<file path="src/rtl/bottleneck_widener.sv">
// rtl/bottleneck_widener.sv - narrow 8/16-bit bus to 64-bit byte-laned bus bridge
// Optional one-line read buffer enabled by defining BOTTLENECK_WIDENER_LINEBUF_EN.
module bottleneck_widener #(
   parameter int ADR_W = 64
) (
   input  logic             clk_i,
   input  logic             reset_ni,
   input  logic [ADR_W-1:0] u_adr_i,
   input  logic             u_cyc_i,
   input  logic             u_stb_i,
   input  logic             u_we_i,
   input  logic             u_siz_i,
   input  logic             u_signed_i,
   input  logic [15:0]      u_dat_i,
   output logic             u_ack_o,
   output logic [15:0]      u_dat_o,
   input  logic             flush_i,
   output logic [ADR_W-1:0] d_adr_o,
   output logic             d_cyc_o,
   output logic             d_stb_o,
   output logic             d_we_o,
   output logic [7:0]       d_sel_o,
   output logic [63:0]      d_dat_o,
   input  logic             d_ack_i,
   input  logic [63:0]      d_dat_i
);

   typedef enum logic [1:0] {IDLE, RD, WR, RESP} state_t;

   state_t           state_q, state_d;
   logic [ADR_W-1:0] d_adr_q, d_adr_d;
   logic             d_cyc_q, d_cyc_d;
   logic             d_we_q, d_we_d;
   logic [7:0]       d_sel_q, d_sel_d;
   logic [63:0]      d_dat_q, d_dat_d;
   logic [2:0]       lane_q, lane_d;
   logic             siz_q, siz_d;
   logic             sgn_q, sgn_d;
   logic             abort_q, abort_d;
   logic [15:0]      u_dat_q, u_dat_d;
   logic             req;
   logic             hit;
   logic [63:0]      line_rd;

   function automatic logic [15:0] extract(input logic [63:0] data, input logic [2:0] lane,
                                           input logic siz, input logic sgn);
      logic [63:0] sh;
      logic [7:0]  b;
      if (siz) begin
         sh = data >> {lane[2:1], 4'b0000};
         return sh[15:0];
      end
      sh = data >> {lane, 3'b000};
      b  = sh[7:0];
      return {(sgn ? {8{b[7]}} : 8'h00), b};
   endfunction

   assign req = u_cyc_i & u_stb_i;

   always_comb begin
      state_d = state_q;
      d_adr_d = d_adr_q;
      d_cyc_d = d_cyc_q;
      d_we_d  = d_we_q;
      d_sel_d = d_sel_q;
      d_dat_d = d_dat_q;
      lane_d  = lane_q;
      siz_d   = siz_q;
      sgn_d   = sgn_q;
      abort_d = abort_q;
      u_dat_d = u_dat_q;
      case (state_q)
         IDLE: begin
            if (req) begin
               lane_d  = u_adr_i[2:0];
               siz_d   = u_siz_i;
               sgn_d   = u_signed_i;
               abort_d = 1'b0;
               if (u_we_i) begin
                  state_d = WR;
                  d_cyc_d = 1'b1;
                  d_we_d  = 1'b1;
                  d_adr_d = {u_adr_i[ADR_W-1:3], 3'b000};
                  d_sel_d = u_siz_i ? (8'h03 << {u_adr_i[2:1], 1'b0}) : (8'h01 << u_adr_i[2:0]);
                  d_dat_d = u_siz_i ? {4{u_dat_i}} : {8{u_dat_i[7:0]}};
               end else if (hit) begin
                  state_d = RESP;
                  u_dat_d = extract(line_rd, u_adr_i[2:0], u_siz_i, u_signed_i);
               end else begin
                  state_d = RD;
                  d_cyc_d = 1'b1;
                  d_we_d  = 1'b0;
                  d_adr_d = {u_adr_i[ADR_W-1:3], 3'b000};
                  d_sel_d = 8'hFF;
                  d_dat_d = 64'd0;
               end
            end
         end
         RD, WR: begin
            if (!u_cyc_i) abort_d = 1'b1;
            if (d_ack_i) begin
               // Drop every downstream output so IDLE always presents an all-zero bus.
               d_cyc_d = 1'b0;
               d_we_d  = 1'b0;
               d_sel_d = 8'h00;
               d_adr_d = '0;
               d_dat_d = 64'd0;
               u_dat_d = (state_q == RD) ? extract(d_dat_i, lane_q, siz_q, sgn_q) : 16'h0000;
               state_d = (abort_q || !u_cyc_i) ? IDLE : RESP;
            end
         end
         RESP:    state_d = IDLE;
         default: state_d = IDLE;
      endcase
   end

   always_ff @(posedge clk_i or negedge reset_ni) begin
      if (!reset_ni) begin
         state_q <= IDLE;
         d_adr_q <= '0;
         d_cyc_q <= 1'b0;
         d_we_q  <= 1'b0;
         d_sel_q <= 8'h00;
         d_dat_q <= 64'd0;
         lane_q  <= 3'd0;
         siz_q   <= 1'b0;
         sgn_q   <= 1'b0;
         abort_q <= 1'b0;
         u_dat_q <= 16'h0000;
      end else begin
         state_q <= state_d;
         d_adr_q <= d_adr_d;
         d_cyc_q <= d_cyc_d;
         d_we_q  <= d_we_d;
         d_sel_q <= d_sel_d;
         d_dat_q <= d_dat_d;
         lane_q  <= lane_d;
         siz_q   <= siz_d;
         sgn_q   <= sgn_d;
         abort_q <= abort_d;
         u_dat_q <= u_dat_d;
      end
   end

`ifdef BOTTLENECK_WIDENER_LINEBUF_EN
   logic [63:0]      line_q, line_d;
   logic [ADR_W-4:0] tag_q, tag_d;
   logic             valid_q, valid_d;

   assign line_rd = line_q;
   assign hit     = valid_q && (tag_q == u_adr_i[ADR_W-1:3]);

   always_comb begin
      line_d  = line_q;
      tag_d   = tag_q;
      valid_d = valid_q;
      if (flush_i) valid_d = 1'b0;
      if (state_q == WR && d_ack_i && valid_q && tag_q == d_adr_q[ADR_W-1:3]) begin
         for (int n = 0; n < 8; n++) begin
            if (d_sel_q[n]) line_d[8*n +: 8] = d_dat_q[8*n +: 8];
         end
      end
      // A fill sets valid even when a flush lands on the same edge.
      if (state_q == RD && d_ack_i) begin
         line_d  = d_dat_i;
         tag_d   = d_adr_q[ADR_W-1:3];
         valid_d = 1'b1;
      end
   end

   always_ff @(posedge clk_i or negedge reset_ni) begin
      if (!reset_ni) begin
         line_q  <= 64'd0;
         tag_q   <= '0;
         valid_q <= 1'b0;
      end else begin
         line_q  <= line_d;
         tag_q   <= tag_d;
         valid_q <= valid_d;
      end
   end
`else
   logic unused_flush;
   assign unused_flush = flush_i;
   assign line_rd      = 64'd0;
   assign hit          = 1'b0;
`endif

   assign u_ack_o = (state_q == RESP);
   assign u_dat_o = u_dat_q;
   assign d_adr_o = d_adr_q;
   assign d_cyc_o = d_cyc_q;
   assign d_stb_o = d_cyc_q;
   assign d_we_o  = d_we_q;
   assign d_sel_o = d_sel_q;
   assign d_dat_o = d_dat_q;

endmodule

</file>
<file path="config.mk">
export PLATFORM = sky130hd
export DESIGN_NAME = bottleneck_widener
export DESIGN_NICKNAME = d
export VERILOG_FILES = /design/src/rtl/bottleneck_widener.sv
export SDC_FILE = /design/constraint.sdc
export NUM_CORES = 1
export LEC_CHECK = 0
export CAP_MARGIN = 20
export CORE_ASPECT_RATIO = 1.25
export CORE_MARGIN = 1
export CORE_UTILIZATION = 25
export DETAILED_ROUTE_END_ITERATION = 8
export PLACE_DENSITY = 0.58
export SLEW_MARGIN = 20
export SYNTH_ARGS = -nofsm -noshare
export SYNTH_HDL_FRONTEND = slang
export SYNTH_SLANG_ARGS = --single-unit
</file>
<file path="constraint.sdc">
create_clock -name clk_i -period 3.2 [get_ports clk_i]
set_input_delay 0.64 -clock clk_i [delete_from_list [all_inputs] [get_ports clk_i]]
set_output_delay 0.64 -clock clk_i [all_outputs]
set_load 0.005 [all_outputs]
</file>
==> summary.md <==
| Metric | Value |
|---|---|
| Result of the run | `completed` |
| Post-synthesis instance total | `400` |
| Area contributors post-synth | `dfrtp_1 53%, a22o_1 13%, buf_4 7.8%, mux4_2 6.5%, mux2i_1 2.1%` |
| Post-route minimum period | `around 2.4 ns` |
| Die height | `163.2 µm` |
| Mean instance size in the synthesized netlist | `~13 µm²` |
| P per Cell Area | `835.2 mW/mm²` |
| Sequential-to-total area share from yosys stat | `53.43%` |
| Placed inst area | `0.008082 mm²` |
| Register clock-pin slew on the reported worst setup and hold paths | `around 0.08 ns` |
| Antenna-violating nets left | `0` |
| Worst setup EP type | `flip-flop` |
| Pin slew with the least headroom to its limit | `~0.85 ns` |
| # IOs | `between 300 and 400` |
| Number of gates resized after cts | `0` |
| Synth warnings | `0` |
| Sink count of the clock tree | `roughly 110` |
| Worst path required time | `roughly 3.5 ns` |
| Top flip-flop cell by instance count after synthesis | `dfrtp_1` |
| Setup violation total in the final timing report | `0` |
| Most numerous cell in the Yosys netlist | `dfrtp_1` |
| Combinational share of power | `roughly half` |
| Final routed DRC violation total | `0` |
| Skew final | `about 0.0070 ns` |
| Clock Tree Root | `clkbuf_16` |
| Wire length per cell | `around 17 µm` |
| Internal power summed over all cells | `4.665 mW` |
| Ratio of routed vias to standard cells | `between 4 and 5` |
| Async SR Flop Fraction | `between 90% and 100%` |
| Synth-to-Final Area Change | `61.25%` |
| Pin count of the biggest net entering global routing | `59` |
| CTS max path bufs | `2` |
| Number of max-cap violations | `0` |
| ANT cells | `0` |
| CORE AREA | `0.02025 mm²` |
| Number of port buffers | `around 300` |
| Total track usage | `between 10% and 20%` |
| Arrival @ worst endpoint | `about 2.7 ns` |
| TritonCTS Buffers | `9` |
| First-pass GRT wire length | `24.21 mm` |
| EDFF count, synth | `0` |
| Net switching power | `2.336 mW` |
| Total half-perimeter wirelength after legalization and detailed placement | `roughly 12 mm` |
| Slack of the critical path | `0.8055 ns` |
| Area of the mapped netlist | `a little over 0.005 mm²` |
| Weighted congestion at the end of routability-driven global placement | `0.7728` |
| Via count of the first global-routing pass | `4,496` |
| Die width | `~130 µm` |
| Highest fanout seen on the critical path | `47` |
| Fmax achieved | `about 0.42 GHz` |
| Postcts setup bufs | `0` |
| Floorplan die area | `0.02138 mm²` |
| Portion of the clock cycle consumed by the worst path in the final layout | `74.83%` |
| Final count of pins violating max slew | `0` |
| Antenna violations before repair | `0` |
| Routed via count | `~4,200` |
| Share of post-route cells with drive strength above 1 | `roughly 7.6%` |
| Htree depth | `3` |
| Post-Route WL | `about 16 mm` |
| Final Hold Fails | `0` |
| Number of DRC markers after the initial detailed-route iteration | `around 180` |
| Relative slew slack | `a little over two fifths` |
| Top-area cell type share of the netlist area | `between 50% and 60%` |
| Number of hold buffers added after CTS | `0` |
| Worst-skew pair later-pin latency | `approximately 0.35 ns` |
| Final hold slack | `0.3408 ns` |
| Global-route congestion overflow total | `0` |
| Part of the power in the clock network | `about 16%` |
| Top post-synthesis cells by count | `111 x dfrtp_1, 77 x a22o_1, 54 x buf_4` |
| Area of all placed cells without fillers | `0.008383 mm²` |
| Post-synthesis cell type with the largest combined area | `dfrtp_1` |
| Portion of total power attributed to sequential cells | `a little over a third` |
| Crit start category | `flip-flop` |
| TritonCTS clock tree | `yes` |
| Initial Util | `about a quarter` |
| Library cells used by synthesis | `34` |
| Worst ir drop on vdd | `~380 µV` |
| Unrepaired setup endpoints after global routing | `no` |
| Min-Delay Path Class | `in -> async` |
| Row count | `just under 60` |
| LEAKAGE | `3.505 nW` |
| Switching share of total power | `about a third` |
| First-pass iteration count of the detailed router | `4` |
| Net count, final | `slightly below 800` |
| Sum of negative setup slack | `0 ns` |
| Synthesis-stage register bit count | `between 100 and 150` |
| Crit Path Class | `reg -> reg` |
| Post-place setup slack | `approximately 0.57 ns` |
sequential cells by signal, indices dropped and copies added, names as in the netlist:
| name | flops |
|---|---|
| sgn_q | 1 |
| d_we_o | 1 |
| state_q | 2 |
| siz_q | 1 |
| d_adr_o | 61 |
| lane_q | 3 |
| d_dat_o | 16 |
| abort_q | 1 |
| d_sel_o | 8 |
| d_cyc_o | 1 |
| u_dat_o | 16 |
path summary, 6_finish.rpt:
path,from,endpoint,slack (ns),cells past startpoint
max in group asynchronous,reset_ni,d_adr_o[24]$_DFFE_PN0P_,2.03,2
min in group clk_i,d_we_o$_DFFE_PN0P_,d_we_o$_DFFE_PN0P_,0.49,1
setup / recovery,state_q[0]$_DFFE_PN0P_,d_adr_o[29]$_DFFE_PN0P_,0.81,6
hold / removal,reset_ni,d_adr_o[21]$_DFFE_PN0P_,0.34,1
setup reg to reg,state_q[0]$_DFFE_PN0P_,d_adr_o[29]$_DFFE_PN0P_,0.81,6
hold reg to reg,d_we_o$_DFFE_PN0P_,d_we_o$_DFFE_PN0P_,0.49,1
cell usage in the layout (no fill, tap or decap), drive strengths merged, types with 4 or more instances in the layout:
cell and n:
mux2 7, mux4 15, nand3 8, a22o 77
ha 4, o2bb2ai 8, o21ai 16, clkdlybuf4s50 303
a32oi 8, nand2 13, mux2i 11, clkbuf 9
nand2b 5, a22oi 9, inv 9, dfrtp 111
buf 6
stage by stage:
stage	power, mW	std cells	util, %
3_3_place_gp	5.852	898	39.91
4_1_cts	7.113	914	41.40
6_report	7.001	914	41.40
3_5_place_dp	5.928	898	39.91
5_1_grt	7.511	914	41.40
2_1_floorplan	4.231	402	-
area by class of cell:
cell class                 count  area [µm²]
sequential                   111        2778
multi-input combinational    203        1844
clock inverter                 7       76.32
timing repair buffer         309        3103
clock buffer                   9       225.2
inverter                       5       18.77
tap                          270       337.8
fill                        1853       11860
power by group through the flow:
stage | clock network [mW] | registers [mW] | logic, mW
2_1_floorplan | 0 | 2.35 | 1.88
3_3_place_gp | 0 | 2.45 | 3.40
3_5_place_dp | 0 | 2.47 | 3.46
4_1_cts | 1.19 | 2.46 | 3.46
5_1_grt | 1.24 | 2.55 | 3.72
6_report | 1.13 | 2.45 | 3.42
kinds of logic after synthesis:
group,Yosys count,share of synthesized area [%]
AOI/OAI and AO/OA,128,20.41
DFF,111,53.43
buffers and inverters,88,11.29
and+or+nand+nor,35,3.706
muxes,33,10.13
adders and majority gates,4,0.9627
other,1,0.07213
critical path: stages, from the launching register on:
cell,delay (ns)
dfrtp_1,0.40
inv_1,0.09
ha_1,0.41
nor2b_1,0.21
a21o_2,0.66
buf_12,0.31
a22o_1,0.18
layer usage:
| layer | vias to the layer above | GRT usage (%) | routed length [µm] |
|---|---|---|---|
| met3 | 21 | 4.586 | 1344 |
| met1 | 2052 | 17.24 | 6339 |
| li1 | 1935 | - | - |
| met4 | 0 | 6.479 | 355 |
| met2 | 205 | 25.20 | 7750 |
| met5 | - | 0 | 0 |
No activity file was read; power rests on OpenSTA's default activity.
